[src/rtl/sig_gen_ctrl_pkg.sv]
// sig_gen_ctrl_pkg
// Shared encodings for the sig_gen front-panel controller: menu FSM states,
// the editable field selector and the waveform codes carried on cnt_sig.
package sig_gen_ctrl_pkg;

  typedef enum logic [1:0] {
    ST_IDLE   = 2'd0,
    ST_EDIT   = 2'd1,
    ST_SETTLE = 2'd2,
    ST_RUN    = 2'd3
  } state_t;

  typedef enum logic [1:0] {
    FLD_SIG = 2'd0,
    FLD_AMP = 2'd1,
    FLD_FRE = 2'd2,
    FLD_PHA = 2'd3
  } field_t;

  typedef enum logic [1:0] {
    WAV_SIN = 2'd0,
    WAV_SQU = 2'd1,
    WAV_TRI = 2'd2,
    WAV_SAW = 2'd3
  } wav_t;

  // Two-bit selectors all wrap 3 -> 0 when stepped.
  function automatic logic [1:0] wrap_inc(input logic [1:0] v);
    return v + 2'd1;
  endfunction

endpackage

[src/rtl/sig_gen_ctrl_if.sv]
// sig_gen_ctrl_if
// Setting/enable bundle between the front-panel controller and sig_gen.
//   cnt_sig   : waveform select (sine, square, triangle, sawtooth)
//   cnt_amp   : amplitude shift selector
//   cnt_fre   : frequency selector
//   cnt_phase : phase/duty selector
//   confirm   : datapath enable
// master = controller side (drives), slave = sig_gen side (receives).
interface sig_gen_ctrl_if;
  logic [1:0] cnt_sig;
  logic [1:0] cnt_amp;
  logic [1:0] cnt_fre;
  logic [1:0] cnt_phase;
  logic       confirm;

  modport master (output cnt_sig, cnt_amp, cnt_fre, cnt_phase, confirm);
  modport slave  (input  cnt_sig, cnt_amp, cnt_fre, cnt_phase, confirm);
endinterface

[src/rtl/sig_gen_ctrl_key_debounce.sv]
// key_debounce
// Debounces one raw active-low push-button and emits a single-cycle press
// pulse on an accepted 1->0 transition of the stable level.
//   clk   : system clock
//   rst_n : asynchronous reset, active low
//   key_n : raw button level, asynchronous to clk
//   press : one-cycle pulse per accepted press (releases give nothing)
module key_debounce #(
  parameter int DEB_CNT = 1000000
) (
  input  logic clk,
  input  logic rst_n,
  input  logic key_n,
  output logic press
);

  localparam int CW = $clog2(DEB_CNT + 1);

  logic          sync1;
  logic          sync2;
  logic          stable;
  logic          stable_q;
  logic          fall;
  logic [CW-1:0] cnt;

  // Two-flop synchroniser; resets to the released level so no press is seen
  // coming out of reset.
  always_ff @(posedge clk or negedge rst_n) begin
    if (!rst_n) begin
      sync1 <= 1'b1;
      sync2 <= 1'b1;
    end else begin
      sync1 <= key_n;
      sync2 <= sync1;
    end
  end

  // The counter only advances while the synchronised level disagrees with
  // the accepted level; any agreement restarts the qualification window.
  always_ff @(posedge clk or negedge rst_n) begin
    if (!rst_n) begin
      stable <= 1'b1;
      cnt    <= '0;
    end else if (sync2 != stable) begin
      if (cnt == CW'(DEB_CNT - 1)) begin
        stable <= sync2;
        cnt    <= '0;
      end else begin
        cnt <= cnt + CW'(1);
      end
    end else begin
      cnt <= '0;
    end
  end

  // Falling-edge detect is pipelined one extra stage so the pulse lands
  // DEB_CNT+3 cycles after the first low sample.
  always_ff @(posedge clk or negedge rst_n) begin
    if (!rst_n) begin
      stable_q <= 1'b1;
      fall     <= 1'b0;
      press    <= 1'b0;
    end else begin
      stable_q <= stable;
      fall     <= stable_q & ~stable;
      press    <= fall;
    end
  end

endmodule

[src/rtl/sig_gen_ctrl.sv]
// sig_gen_ctrl
// Front-panel controller for the sig_gen datapath: three debounced keys
// drive a menu FSM that edits the four setting selectors and gates confirm
// so the datapath only runs once its registered settings have settled.
//   clk, rst_n       : system clock, asynchronous active-low reset
//   key_sel_n        : raw "next field" button (active low)
//   key_inc_n        : raw "increment value" button (active low)
//   key_ok_n         : raw "run/stop" button (active low)
//   sg               : settings + confirm towards sig_gen (master side)
//   field            : field being edited, for LEDs
//   state            : FSM state, for LEDs
module sig_gen_ctrl
  import sig_gen_ctrl_pkg::*;
#(
  parameter int DEB_CNT = 1000000,
  parameter int SETTLE  = 4
) (
  input  logic                 clk,
  input  logic                 rst_n,
  input  logic                 key_sel_n,
  input  logic                 key_inc_n,
  input  logic                 key_ok_n,
  sig_gen_ctrl_if.master       sg,
  output logic [1:0]           field,
  output logic [1:0]           state
);

  localparam int SW = $clog2(SETTLE + 1);

  logic sel_p, inc_p, ok_p;

  key_debounce #(.DEB_CNT(DEB_CNT)) u_deb_sel (.clk(clk), .rst_n(rst_n), .key_n(key_sel_n), .press(sel_p));
  key_debounce #(.DEB_CNT(DEB_CNT)) u_deb_inc (.clk(clk), .rst_n(rst_n), .key_n(key_inc_n), .press(inc_p));
  key_debounce #(.DEB_CNT(DEB_CNT)) u_deb_ok  (.clk(clk), .rst_n(rst_n), .key_n(key_ok_n),  .press(ok_p));

  state_t          st_q, st_d;
  field_t          fld_q, fld_d;
  logic [1:0]      sig_q, sig_d, amp_q, amp_d, fre_q, fre_d, pha_q, pha_d;
  logic [SW-1:0]   settle_q, settle_d;
  logic            conf_q, conf_d;

  // Next-state and setting updates. ok outranks sel, which outranks inc;
  // lower-priority pulses in the same cycle are simply dropped.
  always_comb begin
    st_d     = st_q;
    fld_d    = fld_q;
    sig_d    = sig_q;
    amp_d    = amp_q;
    fre_d    = fre_q;
    pha_d    = pha_q;
    settle_d = settle_q;
    case (st_q)
      ST_IDLE: begin
        if (ok_p || sel_p || inc_p) st_d = ST_EDIT;
      end
      ST_EDIT: begin
        if (ok_p) begin
          st_d     = ST_SETTLE;
          settle_d = SW'(SETTLE - 1);
        end else if (sel_p) begin
          fld_d = field_t'(wrap_inc(fld_q));
        end else if (inc_p) begin
          case (fld_q)
            FLD_SIG: sig_d = wrap_inc(sig_q);
            FLD_AMP: amp_d = wrap_inc(amp_q);
            FLD_FRE: fre_d = wrap_inc(fre_q);
            default: pha_d = wrap_inc(pha_q);
          endcase
        end
      end
      ST_SETTLE: begin
        // A concurrent ok masks sel/inc here, so only a lone sel/inc aborts.
        if (!ok_p && (sel_p || inc_p)) begin
          st_d = ST_EDIT;
        end else if (settle_q == '0) begin
          st_d = ST_RUN;
        end else begin
          settle_d = settle_q - SW'(1);
        end
      end
      ST_RUN: begin
        if (ok_p)                st_d = ST_IDLE;
        else if (sel_p || inc_p) st_d = ST_EDIT;
      end
      default: st_d = ST_IDLE;
    endcase
    // confirm is registered from the next state so it rises on the same edge
    // that enters RUN and falls on the edge that leaves it.
    conf_d = (st_d == ST_RUN);
  end

  // State, settings and confirm registers; reset drops confirm immediately.
  always_ff @(posedge clk or negedge rst_n) begin
    if (!rst_n) begin
      st_q     <= ST_IDLE;
      fld_q    <= FLD_SIG;
      sig_q    <= WAV_SIN;
      amp_q    <= 2'd0;
      fre_q    <= 2'd0;
      pha_q    <= 2'd0;
      settle_q <= '0;
      conf_q   <= 1'b0;
    end else begin
      st_q     <= st_d;
      fld_q    <= fld_d;
      sig_q    <= sig_d;
      amp_q    <= amp_d;
      fre_q    <= fre_d;
      pha_q    <= pha_d;
      settle_q <= settle_d;
      conf_q   <= conf_d;
    end
  end

  assign sg.cnt_sig   = sig_q;
  assign sg.cnt_amp   = amp_q;
  assign sg.cnt_fre   = fre_q;
  assign sg.cnt_phase = pha_q;
  assign sg.confirm   = conf_q;
  assign field        = fld_q;
  assign state        = st_q;

endmodule

[src/flat_wrapper.sv]
// flat-port wrapper written by rule: the top's interface ports become plain ports
module sig_gen_ctrl_flat import sig_gen_ctrl_pkg::*;
#(
  parameter int DEB_CNT = 1000000,
  parameter int SETTLE  = 4
)
  (clk, rst_n, key_sel_n, key_inc_n, key_ok_n, field, state, sg_cnt_sig, sg_cnt_amp, sg_cnt_fre, sg_cnt_phase, sg_confirm);
  sig_gen_ctrl_if sg_i ();
  input  logic clk;
  input  logic rst_n;
  input  logic key_sel_n;
  input  logic key_inc_n;
  input  logic key_ok_n;
  output logic [1:0] field;
  output logic [1:0] state;
  output wire logic [$bits(sg_i.cnt_sig)-1:0] sg_cnt_sig;
  output wire logic [$bits(sg_i.cnt_amp)-1:0] sg_cnt_amp;
  output wire logic [$bits(sg_i.cnt_fre)-1:0] sg_cnt_fre;
  output wire logic [$bits(sg_i.cnt_phase)-1:0] sg_cnt_phase;
  output wire logic [$bits(sg_i.confirm)-1:0] sg_confirm;
  assign sg_cnt_sig = sg_i.cnt_sig;
  assign sg_cnt_amp = sg_i.cnt_amp;
  assign sg_cnt_fre = sg_i.cnt_fre;
  assign sg_cnt_phase = sg_i.cnt_phase;
  assign sg_confirm = sg_i.confirm;
  sig_gen_ctrl #(.DEB_CNT(DEB_CNT), .SETTLE(SETTLE)) u_core (.clk(clk), .rst_n(rst_n), .key_sel_n(key_sel_n), .key_inc_n(key_inc_n), .key_ok_n(key_ok_n), .sg(sg_i), .field(field), .state(state));
endmodule
[config.mk]
export PLATFORM = sky130hd
export DESIGN_NAME = sig_gen_ctrl_flat
export DESIGN_NICKNAME = d
export VERILOG_FILES = /design/src/rtl/sig_gen_ctrl_pkg.sv /design/src/rtl/sig_gen_ctrl_if.sv /design/src/rtl/sig_gen_ctrl_key_debounce.sv /design/src/rtl/sig_gen_ctrl.sv /design/src/flat_wrapper.sv
export SDC_FILE = /design/constraint.sdc
export NUM_CORES = 1
export LEC_CHECK = 0
export CORE_UTILIZATION = 54
export CTS_CLUSTER_DIAMETER = 100
export DETAILED_ROUTE_END_ITERATION = 10
export GPL_TIMING_DRIVEN = 0
export PLACE_DENSITY = 0.82
export SLEW_MARGIN = 20
export SYNTH_ARGS = -nofsm -noshare
export SYNTH_HDL_FRONTEND = slang
export SYNTH_SLANG_ARGS = --single-unit
[constraint.sdc]
create_clock -name clk -period 1.9 [get_ports clk]
set_clock_uncertainty 0.2 [all_clocks]
set_input_delay 0.57 -clock clk [delete_from_list [all_inputs] [get_ports clk]]
set_output_delay 0.57 -clock clk [all_outputs]
set_load 0.1 [all_outputs]
==> After elaboration in Yosys (flattened, before gate mapping) <==
Cells that the tools add are included.
{ "op_classes": {"add_sub_neg": 9, "n_mul": 0, "div": 0, "magnitude_cmp": 0, "eq_ne": 15, "n_shift": 0, "muxes": 17, "n_bitwise": 9, "reduce_logical": 19} }
{ "ops": {"columns": ["operator", "n"], "rows": [
  ["$mux W20", 6],
  ["$add A20 B1 Y20 const B", 3],
  ["$eq A20 B20 Y1 const B", 3],
  ["$reduce_and A5 Y1", 4],
  ["$mux W2", 6],
  ["$add A2 B1 Y2 const B", 5],
  ["$mux W3", 3],
  ["$eq A2 B2 Y1 const B", 4],
  ["$pmux W2 S4", 1],
  ["$ne A2 B2 Y1 const B", 3],
  ["$not A1 Y1", 6],
  ["$pmux W3 S2", 1],
  ["$reduce_and A2 Y1", 3],
  ["$eq A2 B1 Y1 const B", 2],
  ["$logic_not A2 Y1", 2],
  ["$reduce_and A4 Y1", 1],
  ["$and A1 B1 Y1", 3],
  ["$logic_not A3 Y1", 1],
  ["$logic_or A1 B1 Y1", 3],
  ["$ne A1 B1 Y1", 3],
  ["$reduce_and A3 Y1", 1],
  ["$reduce_or A3 Y1", 1],
  ["$sub A3 B1 Y3 const B", 1],
  ["$reduce_bool A2 Y1", 1],
  ["2 further kinds", 2]
]} }
{ "word_totals": {"ff_bits": 94, "latchBits": 0, "mem_bits_rw": 0, "rom_bits": 0, "input_bits": 5, "out_inout_bits": 13, "wordCells": 98, "memories": 0} }

==> Logic depth before layout (Yosys ltp) <==
{ "logic_depth": {"ltp_word": 5, "ltp_mapped": 7, "ltp_nobuf": 6} }

==> Hierarchy <==
From an unflattened synthesis, not the netlist that was laid out.
{ "unflattened": {"hier_cells": 409, "hier_area_um2": 4451.8} }
{ "by_module_without_submodules": {"columns": ["module", "n_inst", "cells_per_inst", "area_each_um2", "seq_area_each_um2"], "rows": [
  ["key_debounce (u_core.u_deb_inc ...)", 2, 110, 1201.2, 655.6],
  ["key_debounce (u_core.u_deb_ok)", 1, 112, 1196.1, 655.6],
  ["sig_gen_ctrl", 1, 77, 853.3, 400.4]
]} }

==> Worst setup path after synthesis <==
OpenSTA, ideal clock, no wires.
{ "synth_path": {"kind": "reg-to-reg", "startpoint": "reg u_core.st_q[1] (netlist: u_core.state[1])", "endpoint": "reg u_core.amp_q[1] (netlist: u_core.sg.cnt_amp[1])", "setup_ns": 0.158, "t_arrival_ns": 1.857, "required_time_ns": 1.542, "slack_ns": -0.315, "stages_incl_launch_ff": 7, "n_path_buf": 2, "period_less_slack_ns": 2.215, "path_cell_list": "dfrtp_1 > clkbuf_1 > nor2_1 > and4b_1 > clkbuf_1 > nand3_1 > xnor2_1"} }
{ "synth_via": {"elab_chain_len": 2} }
{ "synth_rtl": {"columns": ["item", "line", "source"], "rows": [
  ["start: declaration", "sig_gen_ctrl.sv:36", "state_t st_q, st_d;"],
  ["start signal: assignment", "sig_gen_ctrl.sv:104", "st_q <= st_d;"],
  ["$eq A2 B1 Y1", "sig_gen_ctrl.sv:52", "case (st_q)"],
  ["$reduce_and A5 Y1 (no line)", null, null],
  ["end signal: assignment", "sig_gen_ctrl.sv:107", "amp_q <= amp_d;"],
  ["end: declaration", "sig_gen_ctrl.sv:38", "logic [1:0] sig_q, sig_d, amp_q, amp_d, fre_q, fre_d, pha_q, pha_d;"]
]} }
Every way passes these cells.
A chain may end at the register's enable or synchronous reset.

==> Worst setup path in the final report <==
{ "layout_path": {"startpoint": "reg u_core.u_deb_inc.cnt[4]", "endpoint": "reg u_core.u_deb_inc.cnt[15]"} }
{ "layout_via": {"elab_chain_len": 3, "word_cells_on_any_way": 4, "classes_between": "add/sub (1); eq/ne (1); mux (2)"} }
{ "layout_rtl": {"columns": ["item", "line", "source"], "rows": [
  ["start: declaration", "sig_gen_ctrl_key_debounce.sv:24", "logic [CW-1:0] cnt;"],
  ["start signal: assignment", "sig_gen_ctrl_key_debounce.sv:49", "cnt <= cnt + CW'(1);"],
  ["$add A20 B1 Y20 or $eq A20 B20 Y1 (tied branches)", "sig_gen_ctrl_key_debounce.sv:49, sig_gen_ctrl_key_debounce.sv:45", null],
  ["$mux W20 (*)", "sig_gen_ctrl_key_debounce.sv:45", "if (cnt == CW'(DEB_CNT - 1)) begin"],
  ["$mux W20 (*)", "sig_gen_ctrl_key_debounce.sv:44", "end else if (sync2 != stable) begin"]
]} }
Mark *: on every way between the ends. The rest lies on a longest branch, timed or not.

==> flow_metrics.env <==
export IMPL_via_per_inst=5.68
export IMPL_holdCritPathClass="reg -> reg"
export IMPL_yosysTopAreaCellShare=0.467
export IMPL_ant_nets=0
export IMPL_num_antenna_cells=0
export IMPL_async_flop_share=1.00
export IMPL_ys_flop_type="dfrtp_1"
export IMPL_gp_congestion=0.810
export IMPL_grt_use_total=0.231
export IMPL_arrival_ps=2100
export IMPL_p_sw_uw=780
export IMPL_power_internal_uw=2870
export IMPL_yosys_area_top_type="dfrtp_1"
export IMPL_critPathMaxFanout=6
export IMPL_fin_crit_sh=1.09
export IMPL_antenna_found_initial=0
export IMPL_cts_htree_levels=3
export IMPL_rsz0062_at_grt="yes"
export IMPL_drive_above_1_share=0.319
export IMPL_cp_required_ps=1930
export IMPL_final_max_slew_viol_count=0
export IMPL_io_buffers=17
export IMPL_vias=3391
export IMPL_p_total_uw=3650
export IMPL_yosys_top_cells_area="dfrtp_1 47%, dfstp_2 7.2%, xnor2_1 6.2%"
export IMPL_synth_area_um2=4400
export IMPL_grt_start_max_net_pins=69
export IMPL_postPlaceCellArea_um2=4770
export IMPL_initial_core_util=0.563
export IMPL_critPathCaptureType="register"
export IMPL_pwr_share_comb=0.045
export IMPL_grt_pass1_wl_mm=15.5
export IMPL_root_buffer="clkbuf_8"
export IMPL_clock_sinks=94
export IMPL_dr_pass1_iters=4
export IMPL_final_util=0.703
export IMPL_worstMarginPinSlew_ps=413
export IMPL_syn_avg_cell_area_um2=10.5
export IMPL_setup_tns_ps=-1510
export IMPL_drv_cap=0
export IMPL_slew_headroom=0.722
export IMPL_cts_tree="yes"
export IMPL_synth_fp_nets=431
export IMPL_yosysMostFrequentCell="dfrtp_1"
export IMPL_worstSetupPathType="reg -> reg"
export IMPL_die_width_um=92.2
export IMPL_ys_ff_latch=94
export IMPL_yosysUniqueCellTypes=46
export IMPL_seq_power_share=0.560
export IMPL_grt_pass1_vias=3298
export IMPL_ys_warn_count=0
export IMPL_hold_viol=0
export IMPL_cts_buffers=9
export IMPL_seq_area_frac_synth=0.538
export IMPL_start_kind="register"
export IMPL_synthToLayoutAreaGrowth_pct=24.8
export IMPL_drtIter0Drc=182
export IMPL_avgRoutedWirePerCell_um=16.0
export IMPL_yosys_top_cells_count="82 x dfrtp_1, 48 x nor2_1, 31 x xnor2_1"
export IMPL_gr_total_overflow=0
export IMPL_max_freq_ghz=0.483
export IMPL_die_area_um2=8510
export IMPL_insertion_delay_ps=360
export IMPL_switching_share=0.214
export IMPL_cellPowerDensity_nw_per_um2=666
export IMPL_ctsLongestPathBuffers=2
export IMPL_outcome="finished with violations"
export IMPL_drc=0
export IMPL_ir_drop_v=0.000578
export IMPL_p_leak_uw=0.00231
export IMPL_stdcell_area_um2=5490
export IMPL_dp_hpwl_mm=5.21
export IMPL_synthCells=417
export IMPL_wl_mm=9.54
export IMPL_io_pins=18
export IMPL_p_clk_frac=0.395
export IMPL_synth_edf_count=0
export IMPL_violations="negative setup slack"
export IMPL_setup_viol=27
export IMPL_die_y_um=92.2
export IMPL_timing_final_ws_setup_ps=-168
export IMPL_core_um2=7810
export IMPL_final_nets=504
export IMPL_place_ws_ps=-408
export IMPL_rows=32
export IMPL_path_clk_slew_ps=80
export IMPL_fin_crit_ps=2070
final timing paths:
kind / cells after the start / slack (ps) / end / from
worst max-delay path: 6 / -170 / u_core.u_deb_inc.cnt[15] / u_core.u_deb_inc.cnt[4]
worst min-delay path: 0 / 150 / u_core.u_deb_inc.press / u_core.u_deb_inc.fall
worst max register to register: 6 / -170 / u_core.u_deb_inc.cnt[15] / u_core.u_deb_inc.cnt[4]
worst min register to register: 0 / 150 / u_core.u_deb_inc.press / u_core.u_deb_inc.fall
max in group asynchronous: 3 / 420 / u_core.u_deb_ok.sync1 / rst_n
min in group asynchronous: 2 / 430 / u_core.sg.cnt_phase[0] / rst_n
per-layer routing:
| metal | vias up | global-route usage | wire length (um) |
|---|---|---|---|
| li1 | 1601 | - | - |
| met1 | 1681 | 0.285 | 4080 |
| met2 | 92 | 0.402 | 4960 |
| met3 | 17 | 0.0489 | 353 |
| met4 | 0 | 0.0794 | 153 |
| met5 | - | 0 | 0 |
flip-flops by register name, indices dropped and copies added (netlist names), 2 cells and up:
name and cells:
u_core.u_deb_inc.cnt 20, u_core.u_deb_ok.cnt 20, u_core.sg.cnt_fre 2, u_core.field 2
u_core.state 2, u_core.u_deb_sel.cnt 20, u_core.sg.cnt_sig 2, u_core.sg.cnt_amp 2
u_core.sg.cnt_phase 2, u_core.settle_q 3
power groups by stage:
stage          logic, uW  clock network (uW)  registers, uW
6_report             166                1440           2050
5_1_grt              187                1530           2050
4_1_cts              150                1460           2040
3_5_place_dp         114                   0           2080
3_3_place_gp         105                   0           2080
2_1_floorplan       48.0                   0           2080
metrics by stage:
stage          hold slack (ps)  cells
6_report                   153    597
5_1_grt                    158    597
4_1_cts                    154    588
3_5_place_dp               135    537
3_3_place_gp               133    536
2_1_floorplan             74.4    417
placed cells by master, fill, tap and decap left out, types with 4 or more instances in the layout:
cell      Yosys  layout
and4_1        5       5
xnor2_1      31      31
buf_4         1      54
and2_1        5       4
nand4_1      20      20
a21oi_1      21      11
nand3_1      22      19
or3_1         9       8
dfrtp_2       0       9
dfstp_2      12      12
and3_1        8       7
nor4_1        7       4
clkbuf_1      7       4
nand2_1      30      29
buf_6         2       9
dfrtp_1      82      72
nor2b_1       5       5
o21ai_0      13      12
nor2_1       48      39
nor3_1        7       6
inv_1        14      14
nand3_2       2       4
clkbuf_8      0      12
nor2_2        0       9
ha_1          9       6
a21oi_2       0      10
xor2_1       19      19
logic make-up after synthesis:
family / synth area share
buffers and inverters: 0.0270
AOI/OAI and AO/OA: 0.0762
muxes: 0.00768
and+or+nand+nor: 0.226
xor gates and xnor gates: 0.0996
DFF: 0.538
adders and majority gates: 0.0256
repair_timing:
action	4_1_cts	5_1_grt
cloned	2	0
setup buffers	32	12
pin swaps	13	5
gates resized for setup	107	29
hold buffers	1	0
hold endpoints to repair	26	0
setup endpoints to repair	65	62
critical path, cell delays in order (launching register included):
cell and delay, ps:
dfrtp_2 450, and4_1 210, buf_2 160, nand4_1 260, buf_4 250, o21ai_0 310, a21oi_2 110
final cells by class:
| class | instances | area [um2] |
|---|---|---|
| Sequential cell | 94 | 2380 |
| Clock inverter | 4 | 70.1 |
| Multi-Input combinational cell | 297 | 2090 |
| Tap cell | 102 | 128 |
| Inverter | 14 | 52.6 |
| Fill cell | 557 | 2320 |
| Buffer | 9 | 81.3 |
| Clock buffer | 12 | 145 |
| Timing Repair Buffer | 65 | 541 |
Power figures use the tool's default switching activity.
